$ cat config.mk
export PLATFORM = sky130hd
export DESIGN_NAME = hazard_sequencer_flat
export DESIGN_NICKNAME = d
export VERILOG_FILES = /design/src/rtl/hazard_sequencer_if.sv /design/src/rtl/hazard_sequencer.sv /design/src/flat_wrapper.sv
export SDC_FILE = /design/constraint.sdc
export NUM_CORES = 1
export LEC_CHECK = 0
export CAP_MARGIN = 0
export CORE_MARGIN = 5
export CORE_UTILIZATION = 35
export CTS_BUF_LIST = sky130_fd_sc_hd__clkbuf_16
export DETAILED_ROUTE_END_ITERATION = 12
export PLACE_DENSITY = 0.83
export SYNTH_ARGS = -nofsm -noshare
export SYNTH_HDL_FRONTEND = slang
export SYNTH_SLANG_ARGS = --single-unit
$ cat constraint.sdc
create_clock -name clk -period 3.8 [get_ports clk]
set_input_delay 0.38 -clock clk [delete_from_list [all_inputs] [get_ports clk]]
set_output_delay 0.38 -clock clk [all_outputs]
set_load 0.05 [all_outputs]
$ cat src/rtl/hazard_sequencer_if.sv
// Hazard sequencer bundle: ID/EX/MEM observation inputs and the
// pipeline write-enable, bubble and flush controls.
interface hazard_sequencer_if;
    logic [5:0] id_opcode;
    logic [4:0] id_rs;
    logic [4:0] id_rt;
    logic       ex_memread;
    logic [4:0] ex_rt;
    logic       mem_branch_taken;
    logic       mem_busy;
    logic       pc_write;
    logic       ifid_write;
    logic       idex_write;
    logic       exmem_write;
    logic       ctrl_bubble;
    logic       ifid_flush;
    logic       idex_flush;
    logic       exmem_flush;
    logic       stall_active;

    modport master (
        output id_opcode, id_rs, id_rt, ex_memread, ex_rt, mem_branch_taken, mem_busy,
        input  pc_write, ifid_write, idex_write, exmem_write, ctrl_bubble,
               ifid_flush, idex_flush, exmem_flush, stall_active
    );

    modport slave (
        input  id_opcode, id_rs, id_rt, ex_memread, ex_rt, mem_branch_taken, mem_busy,
        output pc_write, ifid_write, idex_write, exmem_write, ctrl_bubble,
               ifid_flush, idex_flush, exmem_flush, stall_active
    );
endinterface

$ cat src/rtl/hazard_sequencer.sv
// Load-use stall, taken-branch flush and memory-busy freeze controller for the 5-stage core.
// Optional stall/flush performance counters are enabled by HAZARD_PERF_CNT_EN.
module hazard_sequencer #(
    parameter int unsigned LOAD_STALL_CYCLES = 1,
    parameter int unsigned CNT_W             = 16
) (
    input  logic                clk,
    input  logic                rst,
    hazard_sequencer_if.slave   hz
`ifdef HAZARD_PERF_CNT_EN
    ,
    output logic [CNT_W-1:0]    stall_cnt,
    output logic [CNT_W-1:0]    flush_cnt
`endif
);

    if (LOAD_STALL_CYCLES < 1 || LOAD_STALL_CYCLES > 7) begin : g_bad_stall
        $error("LOAD_STALL_CYCLES must be in 1..7");
    end
    if (CNT_W < 1) begin : g_bad_cnt
        $error("CNT_W must be at least 1");
    end

    typedef enum logic {RUN, LOAD_STALL} state_t;

    state_t     r_state, w_state_nxt;
    logic [2:0] r_rem, w_rem_nxt;
    logic       w_uses_rt;
    logic       w_load_use;

    always_comb begin
        w_uses_rt = 1'b0;
        case (hz.id_opcode)
            6'b000000, 6'b101011, 6'b000100: w_uses_rt = 1'b1;
            default:                         w_uses_rt = 1'b0;
        endcase
    end

    assign w_load_use = hz.ex_memread && (hz.ex_rt != '0) &&
                        ((hz.ex_rt == hz.id_rs) || ((hz.ex_rt == hz.id_rt) && w_uses_rt));

    always_ff @(posedge clk or posedge rst) begin
        if (rst) begin
            r_state <= RUN;
            r_rem   <= '0;
        end else begin
            r_state <= w_state_nxt;
            r_rem   <= w_rem_nxt;
        end
    end

    always_comb begin
        w_state_nxt      = r_state;
        w_rem_nxt        = r_rem;
        hz.pc_write      = 1'b1;
        hz.ifid_write    = 1'b1;
        hz.idex_write    = 1'b1;
        hz.exmem_write   = 1'b1;
        hz.ctrl_bubble   = 1'b0;
        hz.ifid_flush    = 1'b0;
        hz.idex_flush    = 1'b0;
        hz.exmem_flush   = 1'b0;
        hz.stall_active  = (r_state == LOAD_STALL);
        if (rst) begin
            hz.pc_write     = 1'b0;
            hz.ifid_write   = 1'b0;
            hz.idex_write   = 1'b0;
            hz.exmem_write  = 1'b0;
            hz.ctrl_bubble  = 1'b1;
            hz.stall_active = 1'b0;
        end else if (hz.mem_busy) begin
            hz.pc_write    = 1'b0;
            hz.ifid_write  = 1'b0;
            hz.idex_write  = 1'b0;
            hz.exmem_write = 1'b0;
        end else if (hz.mem_branch_taken) begin
            hz.ifid_flush  = 1'b1;
            hz.idex_flush  = 1'b1;
            hz.exmem_flush = 1'b1;
            w_state_nxt    = RUN;
            w_rem_nxt      = '0;
        end else if (r_state == LOAD_STALL) begin
            // load_use is deliberately ignored until the stall has drained
            hz.pc_write    = 1'b0;
            hz.ifid_write  = 1'b0;
            hz.ctrl_bubble = 1'b1;
            w_rem_nxt      = r_rem - 3'd1;
            if (r_rem == 3'd1) begin
                w_state_nxt = RUN;
            end
        end else if (w_load_use) begin
            hz.pc_write    = 1'b0;
            hz.ifid_write  = 1'b0;
            hz.ctrl_bubble = 1'b1;
            if (LOAD_STALL_CYCLES > 1) begin
                w_state_nxt = LOAD_STALL;
                w_rem_nxt   = 3'(LOAD_STALL_CYCLES - 1);
            end
        end
    end

`ifdef HAZARD_PERF_CNT_EN
    logic [CNT_W-1:0] r_stall_cnt;
    logic [CNT_W-1:0] r_flush_cnt;

    always_ff @(posedge clk or posedge rst) begin
        if (rst) begin
            r_stall_cnt <= '0;
            r_flush_cnt <= '0;
        end else if (!hz.mem_busy) begin
            if (hz.ctrl_bubble && (r_stall_cnt != '1)) begin
                r_stall_cnt <= r_stall_cnt + 1'b1;
            end
            if (hz.mem_branch_taken && (r_flush_cnt != '1)) begin
                r_flush_cnt <= r_flush_cnt + 1'b1;
            end
        end
    end

    assign stall_cnt = r_stall_cnt;
    assign flush_cnt = r_flush_cnt;
`endif

endmodule

$ cat src/flat_wrapper.sv
// flat-port wrapper written by rule: the top's interface ports become plain ports
module hazard_sequencer_flat 
#(
    parameter int unsigned LOAD_STALL_CYCLES = 1,
    parameter int unsigned CNT_W             = 16
)
  (clk, rst, hz_id_opcode, hz_id_rs, hz_id_rt, hz_ex_memread, hz_ex_rt, hz_mem_branch_taken, hz_mem_busy, hz_pc_write, hz_ifid_write, hz_idex_write, hz_exmem_write, hz_ctrl_bubble, hz_ifid_flush, hz_idex_flush, hz_exmem_flush, hz_stall_active);
  hazard_sequencer_if hz_i ();
  input  logic clk;
  input  logic rst;
  input wire logic [$bits(hz_i.id_opcode)-1:0] hz_id_opcode;
  input wire logic [$bits(hz_i.id_rs)-1:0] hz_id_rs;
  input wire logic [$bits(hz_i.id_rt)-1:0] hz_id_rt;
  input wire logic [$bits(hz_i.ex_memread)-1:0] hz_ex_memread;
  input wire logic [$bits(hz_i.ex_rt)-1:0] hz_ex_rt;
  input wire logic [$bits(hz_i.mem_branch_taken)-1:0] hz_mem_branch_taken;
  input wire logic [$bits(hz_i.mem_busy)-1:0] hz_mem_busy;
  output wire logic [$bits(hz_i.pc_write)-1:0] hz_pc_write;
  output wire logic [$bits(hz_i.ifid_write)-1:0] hz_ifid_write;
  output wire logic [$bits(hz_i.idex_write)-1:0] hz_idex_write;
  output wire logic [$bits(hz_i.exmem_write)-1:0] hz_exmem_write;
  output wire logic [$bits(hz_i.ctrl_bubble)-1:0] hz_ctrl_bubble;
  output wire logic [$bits(hz_i.ifid_flush)-1:0] hz_ifid_flush;
  output wire logic [$bits(hz_i.idex_flush)-1:0] hz_idex_flush;
  output wire logic [$bits(hz_i.exmem_flush)-1:0] hz_exmem_flush;
  output wire logic [$bits(hz_i.stall_active)-1:0] hz_stall_active;
  assign hz_i.id_opcode = hz_id_opcode;
  assign hz_i.id_rs = hz_id_rs;
  assign hz_i.id_rt = hz_id_rt;
  assign hz_i.ex_memread = hz_ex_memread;
  assign hz_i.ex_rt = hz_ex_rt;
  assign hz_i.mem_branch_taken = hz_mem_branch_taken;
  assign hz_i.mem_busy = hz_mem_busy;
  assign hz_pc_write = hz_i.pc_write;
  assign hz_ifid_write = hz_i.ifid_write;
  assign hz_idex_write = hz_i.idex_write;
  assign hz_exmem_write = hz_i.exmem_write;
  assign hz_ctrl_bubble = hz_i.ctrl_bubble;
  assign hz_ifid_flush = hz_i.ifid_flush;
  assign hz_idex_flush = hz_i.idex_flush;
  assign hz_exmem_flush = hz_i.exmem_flush;
  assign hz_stall_active = hz_i.stall_active;
  hazard_sequencer #(.LOAD_STALL_CYCLES(LOAD_STALL_CYCLES), .CNT_W(CNT_W)) u_core (.clk(clk), .rst(rst), .hz(hz_i));
endmodule
==> results of run 1 <==
## cell type report
type,instances,share of cell area [%]
clock buffer,3,8.68
timing repair buffer,34,39.4
tap,15,2.17
inverter,4,1.74
multi-input combinational,43,36.5
sequential,4,11.6
## power breakdown
group	internal [mW]	total, mW	leakage, nW	switching, mW
logic	0.0384	0.0751	0.234	0.0367
clock network	0.134	0.164	0.0370	0.0297
registers	0.0429	0.0429	0.0559	0
total	0.216	0.282	0.327	0.0663
## Yosys cell counts (2+ instances only)
cell,number
inv_1,4
or4_1,2
buf_4,5
nand3_1,2
xor2_1,7
nor3_1,2
nand2_1,3
o21ai_1,5
ha_1,2
dfrtp_1,4
nor2_1,2
xnor2_1,3
a21oi_1,3
## through the flow
step                hold WS [ps]  total power, mW  setup slack [ps]
floorplan                    146           0.0807              1350
global placement             468            0.117               795
detailed placement           478            0.119               731
CTS                          483            0.283               726
global route                 510            0.294               595
finish                       490            0.282               743
## worst max-delay path, delay by kind of cell
kind / cells / cell delay, ps
compound gates: 3 / 500
buf+inv: 2 / 1280
simple gates: 1 / 510
## per-layer routing
layer | vias to the layer above | wire length [um] | GRT usage, %
met4 | 0 | 22 | 11.4
met3 | 3 | 185 | 6.64
li1 | 261 | - | -
met1 | 230 | 417 | 12.3
met5 | - | 0 | 0
met2 | 34 | 719 | 27.7
## path summary, 6_finish.rpt
kind,to,slack (ps)
setup / recovery,hz_ctrl_bubble,740
hold / removal,u_core.r_rem[2],490
min in group asynchronous,u_core.r_rem[0],530
setup reg to reg,u_core.r_rem[2],2650
max in group asynchronous,u_core.r_state,3120
hold reg to reg,u_core.r_rem[2],490
## cells by family after synthesis
| logic type | Yosys count | share of synthesized area, % |
|---|---|---|
| adder cells (fa/ha/maj) | 2 | 5.35 |
| flip-flops | 4 | 21.4 |
| AO/OA/AOI/OAI | 14 | 20.1 |
| XOR/XNOR | 10 | 18.7 |
| AND/OR/NAND/NOR | 17 | 23.3 |
| buffers and inverters | 9 | 11.2 |
## sequential cells by signal (all words and copies together) (netlist names)
register	flops
u_core.r_state	1
u_core.r_rem	3
==> results.py, run 1 <==
metrics = {
    "outcome": {
        "outcome": "complete, no violations",
    },
    "synth": {
        "avgSynthCellArea_um2": 8.36,
        "ys_types": 25,
        "ys_ff_latch": 4,
        "ys_warn_count": 0,
        "synth_largest_area_cell": "dfrtp_1",
        "yosys.area.top_type_share_pct": 21.4,
        "async_reset_ff_share_pct": 100,
        "synth_area_leaders": "dfrtp_1, xor2_1, buf_4",
        "synth_ff_type": "dfrtp_1",
        "yosysSeqAreaShare_pct": 21.4,
        "synth_nets": 84,
        "synthCells": 56,
        "syn_area_um2": 468,
        "synth_edf_count": 0,
    },
    "pwr": {
        "p_leak_nw": 0.327,
        "ir_drop_mv": 0.211,
        "powerDensity_mw_per_mm2": 326,
    },
    "detailed_routing": {
        "drtIter0Drc": 3,
        "drtPass1Iterations": 4,
        "drt-total-wl_mm": 1.34,
        "wl_per_cell_um": 13.0,
        "vias": 528,
        "vias_per_cell": 5.13,
        "drc": 0,
        "ant_nets": 0,
    },
    "run": {
        "max-cap-violations": 0,
    },
    "final_layout": {
        "areaGrowthSynthToFinish_pct": 84.8,
        "layout_commonest_cell": "clkdlybuf4s50_1",
        "design_area_um2": 865,
        "n_fill_cell": 101,
        "sequential_cell_area_um2": 100,
        "nNetsFinal": 118,
        "diodes": 0,
        "fin_cells": 103,
        "drive_above_1_share_pct": 7.95,
        "final_util_pct": 67.3,
        "final_cell_mix": "clkdlybuf4s50_1, xor2_1, o21ai_1, inv_1, dfrtp_1",
        "multi_input_area_um2": 315,
    },
    "timing": {
        "fmax_mhz": 327,
        "finClkSkew_ps": 0.0419,
        "rsz0062_at_grt": "no",
        "fin_crit_ps": 3060,
        "tightest_slew_ps": 508,
        "hold_viol": 0,
        "slew_violations": 0,
        "setup_viol": 0,
        "slew_headroom_pct": 66.1,
        "tns_ps": 0,
        "period_share_pct": 80.5,
    },
    "critical_path": {
        "cp.required_ps": 3420,
        "path_class": "primary input to output port",
        "r2r_start": "u_core.r_rem[0]",
        "startpoint_type": "primary input",
        "rr_worst_depth": 5,
        "crit_chain": "clkdlybuf4s50_1 -> or4_1 -> o21ai_1 -> a31oi_1 -> o41ai_2 -> clkdlybuf4s50_1",
        "worst-path-max-fanout": 2,
        "crit_start": "hz_id_opcode[1]",
        "max_stage_delay_ps": 860,
        "critical_path.most_common_cell": "clkdlybuf4s50_1",
        "cpMaxStageDelayCell": "clkdlybuf4s50_1",
        "crit_arrival_ps": 2680,
        "cp-end-kind": "output port",
    },
    "hold_path": {
        "min-delay-start": "u_core.r_rem[2]",
        "whs_path_depth": 1,
        "min_path_type": "register to register",
    },
    "die": {
        "core-area_mm2": 0.00128,
        "fp-row-count": 13,
        "ios": 35,
        "die_w_um": 46.6,
        "initial_utilization_pct": 36.4,
        "floorplan.die_area_mm2": 0.00217,
        "fp.dieH_um": 46.6,
    },
    "place": {
        "port_buffers": 34,
        "globalplace.congestion": 0.784,
        "dpl_cell_area_um2": 790,
        "placed_cells": 100,
        "dp_hpwl_mm": 1.15,
    },
    "grt": {
        "grt_pass1_wl_mm": 2.26,
        "grt_max_degree": 10,
        "antenna_found_initial": 0,
        "overflow": 0,
        "grt_util_all_layers_pct": 15.1,
        "first_global_vias": 561,
    },
    "clock_network": {
        "clockRootBuffer": "clkbuf_16",
        "postCtsHoldBufs": 0,
        "clock_latency_ps": 220,
        "cts.sinks": 4,
        "htreeDepth": 1,
        "cts_setup_buffers": 0,
        "clockBufferDepth": 2,
        "cts_buffers": 3,
        "path_clk_slew_ps": 30,
        "cts_tree": "built",
        "cts_resized": 0,
    },
}
(Power assumes the default switching activity.)
==> run 2: changes to the inputs <==
- CORE_ASPECT_RATIO: default -> 0.9
- CORE_UTILIZATION: 35 -> 29
- PLACE_DENSITY: 0.83 -> 0.73
- clock period: 3.8 -> 2.5 ns (I/O delays scaled with it)
==> run 2 against run 1 <==
Power rose by 52%. Largest cell class unchanged. Via count is 4.2% lower. Hold slack lost 92 ps. Final cell count is 6.8% higher. Largest power group unchanged. Routed wire length is 2.5% lower. Highest routed layer unchanged.
==> results.py, run 2 (same netlist as run 1, synthesis figures left out) <==
metrics = {
    "critical_path": {
        "crit_arrival_ps": 2020,
        "path_buf_inv": 2,
        "cp-end-kind": "output port",
        "r2r_start": "u_core.r_rem[0]",
        "cp.depth": 6,
        "path_class": "primary input to output port",
        "crit_chain": "clkdlybuf4s50_1 -> or4_1 -> o21ai_1 -> a31oi_1 -> o41ai_2 -> buf_12",
        "r2r_end": "u_core.r_rem[2]",
        "startpoint_type": "primary input",
        "cp.required_ps": 2250,
        "max_stage_delay_ps": 510,
        "worst-path-max-fanout": 2,
        "crit_family": "compound AO/OA/AOI/OAI gates",
        "rrSetupSlack_ps": 1360,
        "cpMaxStageDelayCell": "or4_1",
        "rr_worst_depth": 5,
    },
    "grt": {
        "first_global_vias": 517,
        "grt_pass1_wl_mm": 2.15,
        "overflow": 0,
        "grt_max_degree": 10,
        "antenna_found_initial": 0,
        "grt_util_all_layers_pct": 12.2,
    },
    "final_layout": {
        "nNetsFinal": 118,
        "layout_commonest_cell": "clkdlybuf4s50_1",
        "diodes": 0,
        "final_cell_mix": "clkdlybuf4s50_1, xor2_1, o21ai_1, buf_4",
        "largest_reg_flops": 3,
        "regMostFlops": "u_core.r_rem",
        "areaGrowthSynthToFinish_pct": 86.1,
        "reg_top3": "u_core.r_rem: 3 flops, u_core.r_state: 1 flops",
        "drive_above_1_share_pct": 14.8,
        "design_area_um2": 871,
    },
    "detailed_routing": {
        "drtIter0Drc": 3,
        "wl_per_cell_um": 11.9,
        "vias_per_cell": 4.60,
        "vias": 506,
        "ant_nets": 0,
        "drc": 0,
        "drt-total-wl_mm": 1.31,
        "drtPass1Iterations": 4,
    },
    "outcome": {
        "outcome": "complete, no violations",
    },
    "timing": {
        "tightest_slew_ps": 495,
        "period_share_pct": 91.0,
        "fmax_mhz": 440,
        "rsz0062_at_grt": "no",
        "hold_viol": 0,
        "layout_setup_ws_ps": 225,
        "tns_ps": 0,
        "finClkSkew_ps": 2.23,
        "slew_headroom_pct": 66.9,
        "slew_violations": 0,
        "setup_viol": 0,
        "fin_crit_ps": 2270,
    },
    "clock_network": {
        "clock_latency_ps": 220,
        "htreeDepth": 1,
        "cts.sinks": 4,
        "clockRootBuffer": "clkbuf_16",
        "postCtsHoldBufs": 0,
        "clockBufferDepth": 2,
        "cts_buffers": 3,
        "cts_setup_buffers": 0,
        "cts_resized": 0,
        "path_clk_slew_ps": 30,
        "cts_tree": "built",
    },
    "die": {
        "fp.dieH_um": 48.1,
        "fp-row-count": 13,
        "floorplan.die_area_mm2": 0.00252,
        "core-area_mm2": 0.00148,
        "die_w_um": 52.3,
        "ios": 35,
        "initial_utilization_pct": 31.6,
    },
    "pwr": {
        "p_leak_nw": 0.341,
        "total_power_uw": 429,
        "powerDensity_mw_per_mm2": 492,
        "ir_drop_mv": 0.307,
    },
    "hold_path": {
        "min_path_type": "primary input to async pin",
    },
    "place": {
        "dpl_cell_area_um2": 796,
        "dp_hpwl_mm": 1.13,
        "post-place-ws_ps": 264,
        "port_buffers": 34,
        "globalplace.congestion": 0.783,
    },
    "run": {
        "max-cap-violations": 0,
    },
}
==> run 2: area by class of cell <==
class / count / area [um2]
Fill cell: 146 / 609
Timing Repair Buffer: 34 / 338
Multi-Input combinational cell: 43 / 315
Sequential cell: 4 / 100
Clock buffer: 3 / 75.1
Tap cell: 22 / 27.5
Inverter: 4 / 15.0
==> run 2: through the flow <==
stage	std cells	hold slack [ps]	util, %
after CTS	110	407	58.8
final	110	398	58.8
after global routing	110	439	58.8
after detailed placement	107	467	53.8
after global placement	107	467	53.8
after floorplan	56	16.1	-
==> run 2: report_power, final <==
part,total (mW),internal (mW),switching [mW]
logic,0.114,0.0589,0.0553
clock network,0.249,0.204,0.0451
registers,0.0652,0.0652,0
total,0.429,0.328,0.100
==> run 2: how the worst max path moves through the flow <==
stage / from / endpoint / slack, ps
finish: hz_id_opcode[1] / hz_ctrl_bubble / 230
global route: hz_id_opcode[1] / hz_ctrl_bubble / 120
CTS: hz_id_opcode[1] / hz_ctrl_bubble / 220
detailed placement: hz_id_opcode[1] / hz_ctrl_bubble / 260
global placement: hz_id_opcode[1] / hz_ctrl_bubble / 300
floorplan: hz_id_opcode[1] / hz_ctrl_bubble / 310
==> run 2: metal layers <==
| metal | vias up | track usage (%) | wire length, um |
|---|---|---|---|
| li1 | 261 | - | - |
| met1 | 216 | 12.5 | 487 |
| met2 | 27 | 20.8 | 667 |
| met3 | 2 | 4.59 | 136 |
| met4 | 0 | 9.18 | 19 |
| met5 | - | 0 | 0 |
==> run 3: changes to the inputs <==
- ABC_AREA: default -> 1
- CORE_ASPECT_RATIO: 0.9 -> default
- CORE_UTILIZATION: 29 -> 37
- GPL_ROUTABILITY_DRIVEN: default -> 0
- PLACE_DENSITY: 0.73 -> 0.84
- clock period: 2.5 -> 2.7 ns (I/O delays scaled with it)
==> run 3 against run 2 <==
Via count rose by 25%. Combinational power barely moved. Routed wire length rose by 12%. Core utilization rose by 11 points. Sequential cell count did not move. Clock skew rose by 1.2 ps. First-iteration DRC count rose by 33%. Die area fell by 11%. Final area rose by 5.0%. Non-clock buffer count did not move. Register-to-register slack improved by 280 ps. Count of clock-buffer cells in the layout did not move. Critical path type unchanged. Largest power group unchanged.
==> results.py, run 3 <==
metrics = {
    "outcome": {
        "outcome": "complete, no violations",
    },
    "final_layout": {
        "final_util_pct": 70.3,
        "final_cell_mix": "clkdlybuf4s50_1, nand2_1, inv_1, nor2_1",
        "fin_cells": 140,
        "regMostFlops": "u_core.r_rem",
        "largest_reg_flops": 3,
        "layout_commonest_cell": "clkdlybuf4s50_1",
        "areaGrowthSynthToFinish_pct": 78.3,
        "drive_above_1_share_pct": 12.0,
        "reg_top3": "u_core.r_rem: 3 flops, u_core.r_state: 1 flops",
        "diodes": 0,
        "nNetsFinal": 155,
    },
    "pwr": {
        "powerDensity_mw_per_mm2": 449,
        "pwr-share-clk_pct": 55.7,
        "intPower_uw": 310,
        "p_sw_share_pct": 24.5,
        "p_sw_uw": 100,
        "combPwrFrac_pct": 28.1,
        "ir_drop_mv": 0.266,
        "p_leak_nw": 0.477,
        "seq_power_share_pct": 16.2,
    },
    "detailed_routing": {
        "vias": 633,
        "drtPass1Iterations": 4,
        "ant_nets": 0,
        "vias_per_cell": 4.52,
        "drc": 0,
        "drtIter0Drc": 4,
        "wl_per_cell_um": 10.5,
        "drt-total-wl_mm": 1.47,
    },
    "synth": {
        "synthCells": 92,
        "ys_ff_latch": 4,
        "synthTopCellsByCount": "nand2_1, inv_1, nor2_1",
        "synth_largest_area_cell": "dfrtp_1",
        "syn_area_um2": 513,
        "yosysMostFrequentCell": "nand2_1",
        "synth_edf_count": 0,
        "synth_area_leaders": "dfrtp_1, nand2_1, inv_1",
        "yosysSeqAreaShare_pct": 19.5,
        "avgSynthCellArea_um2": 5.58,
        "yosys.area.top_type_share_pct": 19.5,
        "ys_warn_count": 0,
        "ys_types": 19,
        "synth_ff_type": "dfrtp_1",
        "synth_nets": 120,
        "async_reset_ff_share_pct": 100,
    },
    "grt": {
        "overflow": 0,
        "grt_util_all_layers_pct": 14.4,
        "antenna_found_initial": 0,
        "first_global_vias": 595,
        "grt_max_degree": 6,
        "grt_pass1_wl_mm": 2.26,
    },
    "hold_path": {
        "min_path_type": "primary input to async pin",
    },
    "clock_network": {
        "cts_resized": 0,
        "clock_latency_ps": 220,
        "cts_tree": "built",
        "clockBufferDepth": 2,
        "cts_buffers": 3,
        "clockRootBuffer": "clkbuf_16",
        "path_clk_slew_ps": 30,
        "cts_setup_buffers": 0,
        "cts.sinks": 4,
        "postCtsHoldBufs": 0,
        "htreeDepth": 1,
    },
    "timing": {
        "slew_headroom_pct": 66.5,
        "slew_violations": 0,
        "tns_ps": 0,
        "hold_viol": 0,
        "rsz0062_at_grt": "no",
        "fmax_mhz": 489,
        "period_share_pct": 75.7,
        "setup_viol": 0,
        "fin_crit_ps": 2040,
        "holdWs_ps": 316,
        "finClkSkew_ps": 3.39,
        "tightest_slew_ps": 501,
    },
    "run": {
        "max-cap-violations": 0,
    },
    "die": {
        "fp.dieH_um": 47.2,
        "ios": 35,
        "fp-row-count": 13,
        "initial_utilization_pct": 39.4,
        "core-area_mm2": 0.00130,
        "die_w_um": 47.2,
        "floorplan.die_area_mm2": 0.00223,
    },
    "critical_path": {
        "worst-path-max-fanout": 3,
        "startpoint_type": "primary input",
        "path_class": "primary input to output port",
        "cp.required_ps": 2430,
        "crit_arrival_ps": 1770,
        "cp-end-kind": "output port",
    },
    "place": {
        "placed_cells": 137,
        "port_buffers": 34,
        "dp_hpwl_mm": 1.22,
    },
}
## run 3: cell types whose count changed in the layout (fill, tap and decap cells not counted), moves of 2 or more
cell,before,now
nand2_1,3,25
nor2_1,2,14
inv_1,4,15
inv_2,0,4
xor2_1,7,3
nand3_1,2,5
clkinv_1,0,2
o21ai_1,5,3
or4_1,2,0
xnor2_1,3,1
## run 3: final timing paths
check	startpoint	end	slack, ps	depth (start not counted)
worst max-delay path	rst	hz_idex_write	660	3
worst min-delay path	rst	u_core.r_rem[2]	320	2
worst max register to register	u_core.r_rem[1]	u_core.r_state	1640	4
worst min register to register	u_core.r_state	u_core.r_state	530	2
max in group asynchronous	rst	u_core.r_rem[1]	2210	2
min in group clk	u_core.r_state	u_core.r_state	530	2
## run 3: final cells by class
| cell class | instances | area, um2 |
|---|---|---|
| Timing Repair Buffer | 34 | 338 |
| Sequential cell | 4 | 100 |
| Tap cell | 15 | 18.8 |
| Multi-Input combinational cell | 62 | 299 |
| Clock buffer | 3 | 75.1 |
| Inverter | 22 | 83.8 |
| Fill cell | 120 | 387 |
## run 3: power groups by stage
| stage | Clock, mW | Combinational, mW | Sequential, mW |
|---|---|---|---|
| floorplan | 0 | 0.0585 | 0.0664 |
| global placement | 0 | 0.113 | 0.0670 |
| detailed placement | 0 | 0.115 | 0.0671 |
| CTS | 0.232 | 0.116 | 0.0665 |
| global route | 0.239 | 0.125 | 0.0677 |
| finish | 0.229 | 0.115 | 0.0666 |
## run 3: per-stage QoR
| stage | instance area, um2 | setup WS (ps) | power [mW] |
|---|---|---|---|
| after floorplan | 513 | 131 | 0.125 |
| after global placement | 840 | 690 | 0.180 |
| after detailed placement | 840 | 648 | 0.182 |
| after CTS | 915 | 641 | 0.414 |
| after global routing | 915 | 577 | 0.432 |
| final | 915 | 656 | 0.411 |
## run 3: cell families (layout without fill, tap and decap cells)
logic type | count (synthesis) | after routing | synth area share (%)
AO/OA/AOI/OAI | 7 | 7 | 7.32
AND/OR/NAND/NOR | 49 | 49 | 39.3
flip-flops | 4 | 4 | 19.5
XOR/XNOR | 4 | 4 | 6.83
buffers and inverters | 26 | 59 | 22.2
adder cells (fa/ha/maj) | 2 | 2 | 4.88
## run 3: worst max-delay path, cell delays in order
cell and delay, ps:
clkdlybuf4s50_1 450, nor2_1 210, clkdlybuf4s50_1 850
## run 3: per-layer routing
metal / track usage, % / wire, um / part of all wire (%)
met3: 4.60 / 107 / 7.3
met5: 0 / 0 / 0
met2: 25.4 / 789 / 54
met1: 15.5 / 556 / 38
met4: 6.63 / 10 / 0.68
